===== src/rtl/vec_compare_monitor.sv =====
// Compares a reference and a device output bundle sample-by-sample during a run and keeps
// per-field error counts, first-mismatch indices and a sample count, readable via rd_sel.
module vec_compare_monitor #(
  parameter int unsigned CNT_W = 16
) (
  input  logic             clk,
  input  logic             areset_n,
  input  logic             start,
  input  logic             stop,
  input  logic             sample_valid,
  input  logic [2:0]       outv_ref,
  input  logic             o2_ref,
  input  logic             o1_ref,
  input  logic             o0_ref,
  input  logic [2:0]       outv_dut,
  input  logic             o2_dut,
  input  logic             o1_dut,
  input  logic             o0_dut,
  input  logic [3:0]       rd_sel,
  output logic [CNT_W-1:0] rd_data,
  output logic             busy,
  output logic             done,
  output logic             mismatch,
  output logic             overflow
);

  typedef enum logic [1:0] {StIdle, StRun, StDone} state_e;

  localparam logic [CNT_W-1:0] CntMax = '1;

  // Slot 0 is the total, slots 1..4 are outv, o2, o1, o0.
  localparam int unsigned NumCnt = 5;

  state_e                         state_q, state_d;
  logic [CNT_W-1:0]               samples_q, samples_d;
  logic [NumCnt-1:0][CNT_W-1:0]   err_q, err_d;
  logic [NumCnt-1:0][CNT_W-1:0]   first_q, first_d;
  logic                           overflow_q, overflow_d;
  logic                           mismatch_q, mismatch_d;
  logic [CNT_W-1:0]               rd_data_q, rd_data_d;
  logic [NumCnt-1:0]              diff;
  logic                           accept;
  logic                           saturated;

  always_comb begin
    diff[1] = (outv_ref != outv_dut);
    diff[2] = (o2_ref != o2_dut);
    diff[3] = (o1_ref != o1_dut);
    diff[4] = (o0_ref != o0_dut);
    diff[0] = |diff[4:1];
  end

  assign accept    = (state_q == StRun) && sample_valid;
  assign saturated = (samples_q == CntMax);

  always_comb begin
    state_d    = state_q;
    samples_d  = samples_q;
    err_d      = err_q;
    first_d    = first_q;
    overflow_d = overflow_q;
    mismatch_d = 1'b0;

    case (state_q)
      StIdle, StDone: begin
        if (start) begin
          state_d    = StRun;
          samples_d  = '0;
          err_d      = '0;
          first_d    = '1;
          overflow_d = 1'b0;
        end
      end
      StRun: begin
        if (stop) begin
          state_d = StDone;
        end
      end
      default: state_d = StIdle;
    endcase

    if (accept) begin
      if (saturated) begin
        // Dropped sample: not counted, not compared.
        overflow_d = 1'b1;
      end else begin
        samples_d  = samples_q + 1'b1;
        mismatch_d = diff[0];
        for (int i = 0; i < NumCnt; i++) begin
          if (diff[i]) begin
            if (err_q[i] != CntMax) begin
              err_d[i] = err_q[i] + 1'b1;
            end
            if (err_q[i] == '0) begin
              first_d[i] = samples_q;
            end
          end
        end
      end
    end
  end

  always_comb begin
    rd_data_d = '0;
    case (rd_sel)
      4'd0:    rd_data_d = samples_q;
      4'd1:    rd_data_d = err_q[0];
      4'd2:    rd_data_d = err_q[1];
      4'd3:    rd_data_d = err_q[2];
      4'd4:    rd_data_d = err_q[3];
      4'd5:    rd_data_d = err_q[4];
      4'd6:    rd_data_d = first_q[0];
      4'd7:    rd_data_d = first_q[1];
      4'd8:    rd_data_d = first_q[2];
      4'd9:    rd_data_d = first_q[3];
      4'd10:   rd_data_d = first_q[4];
      default: rd_data_d = '0;
    endcase
  end

  always_ff @(posedge clk or negedge areset_n) begin
    if (!areset_n) begin
      state_q    <= StIdle;
      samples_q  <= '0;
      err_q      <= '0;
      first_q    <= '1;
      overflow_q <= 1'b0;
      mismatch_q <= 1'b0;
      rd_data_q  <= '0;
    end else begin
      state_q    <= state_d;
      samples_q  <= samples_d;
      err_q      <= err_d;
      first_q    <= first_d;
      overflow_q <= overflow_d;
      mismatch_q <= mismatch_d;
      rd_data_q  <= rd_data_d;
    end
  end

  assign rd_data  = rd_data_q;
  assign busy     = (state_q == StRun);
  assign done     = (state_q == StDone);
  assign mismatch = mismatch_q;
  assign overflow = overflow_q;

endmodule


===== config.mk =====
export PLATFORM = sky130hd
export DESIGN_NAME = vec_compare_monitor
export DESIGN_NICKNAME = d
export VERILOG_FILES = /design/src/rtl/vec_compare_monitor.sv
export SDC_FILE = /design/constraint.sdc
export NUM_CORES = 1
export LEC_CHECK = 0
export BUFFER_PORTS_ARGS = -buffer_cell sky130_fd_sc_hd__buf_2
export CAP_MARGIN = 40
export CELL_PAD_IN_SITES_DETAIL_PLACEMENT = 0
export CELL_PAD_IN_SITES_GLOBAL_PLACEMENT = 1
export CORE_UTILIZATION = 25
export DETAILED_ROUTE_END_ITERATION = 6
export PLACE_DENSITY = 0.52
export REMOVE_ABC_BUFFERS = 1
export SYNTH_ARGS = -nofsm -noshare
export SYNTH_HDL_FRONTEND = slang
export SYNTH_SLANG_ARGS = --single-unit

===== constraint.sdc =====
create_clock -name clk -period 5.3 [get_ports clk]
set_clock_uncertainty 0.1 [all_clocks]
set_input_delay 1.06 -clock clk [delete_from_list [all_inputs] [get_ports clk]]
set_output_delay 1.06 -clock clk [all_outputs]
set_load 0.1 [all_outputs]

# Word level (Yosys, flattened, before mapping)
# Index checks and enable logic that the tools add are counted.
# totals
in_bits,21
reg_bits,196
word_cells,98
# classes
muxes,42
add_sub_neg,6
reduce_logical,11
n_eq_ne,24
# ops
cell,n
2-to-1 mux 80 bit,8
2-to-1 mux 16 bit,24
one-hot mux 16 bit (11 select lines),1
adder 16 x 1 -> 16 bit (second input constant),6
logical NOT 16 bit,5
!= test 16 bit (second input constant),5
equality test 16 bit (second input constant),1
equality test 4 x 3 -> 1 bit (second input constant),4
equality test 4 bit (second input constant),3
equality test 4 x 2 -> 1 bit (second input constant),2
2-to-1 mux 1 bit,6
equality test 4 x 1 -> 1 bit (second input constant),1
logical NOT 4 bit,1
2-to-1 mux 2 bit,2
!= test 2 bit (second input constant),2
one-hot mux 2 bit (2 select lines),1
OR reduction 4 bit,1
!= test 1 bit,3
!= test 3 bit,1
equality test 2 x 1 -> 1 bit (second input constant),1
equality test 2 bit (second input constant),1
logical NOT 2 bit,1
AND reduction 2 bit,1
OR reduction 2 bit,1
logical AND 1 bit,1

# Depth between registers and ports, before layout
# depth
depth_word,7
depth_mapped,8

# Least setup slack after synthesis
# OpenSTA, ideal clock, no wires.
# synth_timing
path_type,flip-flop to output port
startpoint,reg state_q[0]
endpoint,out done
n_path_buf,0
path_slack_ps,2357
stages_incl_launch_ff,2
arrival_time_ps,1783
path_cell_list,dfrtp_1 -> nor2b_1
# synth_via
elab_chain_len,1
# synth_lines
element,line_no,text
from (decl),34,"state_e state_q, state_d;"
from (signal assigned),123,state_q <= StIdle;
from (signal assigned),131,state_q <= state_d;
equality test 2 bit,143,assign done = (state_q == StDone);
to (decl),22,"output logic done,"
# Every way passes these cells.

==> flow_summary.ini <==
[run_status]
status = complete, no violations

[place]
placed_cell_area_mm2 = 0.0116
io_buffers = 40
dp_hpwl_mm = 26.6
gp_congestion = 0.780

[grt]
grt_max_degree = 102
overflow = 0
grtUsageTotal_pct = 17.8
grt_pass1_wl_mm = 57.5
grt_antenna_before_repair = 0
grt_pass1_vias = 8733

[routing]
ant_nets = 0
drc = 0
vias_per_cell = 5.36
vias = 8803
routed_wl_mm = 37.5
first_pass_iters = 5
initialDrtViolationCount = 646
wire_per_inst_um = 22.9

[logic_synthesis]
syn_area_mm2 = 0.0106
yosys_warnings = 0
synth_area_per_cell_um2 = 9.91
synth_top_cell_area_share_pct = 27.3
yosys-top-cells-area = dfrtp_1 (27%), dfstp_2 (20%), mux2i_1 (9.1%)
yosysSeqAreaShare_pct = 47.1
synth_seq_cells = 196
async_flop_share_pct = 100
synth_cell_types = 74
synth_most_common_cell = dfrtp_1
synth_edf_count = 0
synth_largest_area_cell = dfrtp_1
synth_ff_type = dfrtp_1
synth_common_cells = dfrtp_1 (116), mux2i_1 (97), nand2_1 (94), dfstp_2 (80), nand3_1 (73)
syn_inst = 1072

[clock_network]
hold_buffers = 0
cts-root-buf = clkbuf_16
cts_sinks = 196
h-tree-depth = 4
cts.repair.resized = 0
clk_latency_ns = 0.47
cts_tree = done
clkTransAtPathRegs_ns = 0.08
post_cts_buffers = 0
max-clock-path-buffers = 2
numCtsBuffers = 17

[die]
die_h_um = 208
start_util_pct = 25.3
chipWidth_um = 208
io_pins = 41
std_cell_rows = 75
core_area_mm2 = 0.0419
die_area_mm2 = 0.0433

[layout]
final_layout_size_suffix_gt1_share_pct = 20.9
nets = 1122
seq_area_mm2 = 0.00500
final_area_mm2 = 0.0122
n_antenna_cell = 0
area_growth_pct = 14.4
multiInputGateArea_mm2 = 0.00526
nFillCells = 4357

[worst_setup_path]
crit_fanout = 21
crit_start = o1_dut
crit_end = err_q[15]$_DFF_PN0_
r2r-end = first_q[34]$_DFF_PN1_
end_kind = register
required_ns = 5.55
startpoint_type = primary input
worstRegToRegCells = 8
crit_type = in -> reg
worstPathArrival_ns = 3.24
timing.rr.start = samples_q[0]$_DFF_PN0_
r2r_slack_ns = 2.34

[sta]
period_minus_slack_ns = 2.99
relSlewSlack_pct = 41.7
rsz0062_at_grt = false
period_share_pct = 56.4
worst_pin_slew_ns = 0.872
max_freq_ghz = 0.334
setup_viol = 0
setup_tns_ns = 0
slew_viol_final = 0
hold_viol = 0

[power_and_ir_drop]
ir_drop_mv = 0.188
power_density_mw_per_mm2 = 370
p_leak_nw = 4.94
total_power_w = 0.00450

[flow_run]
maxCapViolations = 0

[hold_path]
hold_path_class = reg -> reg
-- stage by stage --
step | std cells | util (%) | hold slack [ns] | setup slack, ns
finish | 1642 | 29.0 | 0.427 | 2.31
global placement | 1600 | 27.4 | 0.411 | 1.92
CTS | 1642 | 29.0 | 0.429 | 2.34
floorplan | 994 | - | 0.377 | 0.108
global route | 1642 | 29.0 | 0.445 | 2.16
detailed placement | 1610 | 27.6 | 0.416 | 1.83
-- state kept, by name, indices dropped and copies added (netlist names) --
name	cells
err_q	80
first_q	80
mismatch	1
overflow	1
rd_data	16
samples_q	16
state_q	2
-- layout make-up --
class | count | share of cell area (%)
multi-input cells | 761 | 43.2
clock inverters | 14 | 1.08
well taps | 539 | 5.55
inverters | 37 | 1.14
flip-flops and latches | 196 | 41.2
clock buffers | 18 | 3.61
repair buffers | 77 | 4.20
-- how the worst min path moves through the flow --
stage	start	depth (start not counted)	to	slack (ns)
after floorplan	err_q[72]$_DFF_PN0_	1	err_q[72]$_DFF_PN0_	0.38
after global placement	first_q[0]$_DFF_PN1_	2	first_q[0]$_DFF_PN1_	0.41
after detailed placement	first_q[40]$_DFF_PN1_	2	first_q[40]$_DFF_PN1_	0.42
after CTS	first_q[32]$_DFF_PN1_	2	first_q[32]$_DFF_PN1_	0.43
after global routing	first_q[46]$_DFF_PN1_	2	first_q[46]$_DFF_PN1_	0.45
final	first_q[14]$_DFF_PN1_	2	first_q[14]$_DFF_PN1_	0.43
-- worst max-delay path: stages --
cell      delay, ns
buf_2          0.10
xnor2_1        0.38
nand3_1        0.38
o211ai_4       0.65
inv_2          0.15
and4_2         0.25
a211o_1        0.26
-- placed cells by master, fill, tap and decap left out, types with 16 or more instances in the layout --
cell       count
a22o_1        20
nand4_1       30
clkbuf_16     17
dfrtp_1      116
buf_2         42
nor4_1        27
nand2_1       94
inv_1         35
buf_4         27
a21oi_1       40
mux2i_1       97
a222oi_1      16
nand3_1       73
o21ai_0       18
a22oi_1       26
nor3_1        56
a221oi_1      19
and3_1        18
dfstp_2       80
nor2_1        68
-- routing by layer --
metal	share of wire, %	up-vias	track usage [%]
met2	45	186	27.6
li1	-	4090	-
met4	1.4	0	4.32
met3	4.1	29	3.29
met1	49	4498	25.6
met5	0	-	0
-- logic make-up (layout without fill, tap and decap cells) --
family | Yosys count | after routing | synth area share, %
compound gates | 196 | 196 | 13.7
mux | 100 | 100 | 9.46
buf+inv | 115 | 146 | 4.78
xor+xnor | 8 | 8 | 0.660
fa+ha+maj | 11 | 11 | 1.30
flops | 196 | 196 | 47.1
simple gates | 446 | 446 | 23.0
-- power by group --
part / switching (W) / total, W / internal, W
Combinational: 0.000691 / 0.00101 / 0.000321
Clock: 0.000649 / 0.00131 / 0.000665
Sequential: 0.000214 / 0.00217 / 0.00196
Total: 0.00155 / 0.00450 / 0.00295
No activity file was read; power rests on OpenSTA's default activity.
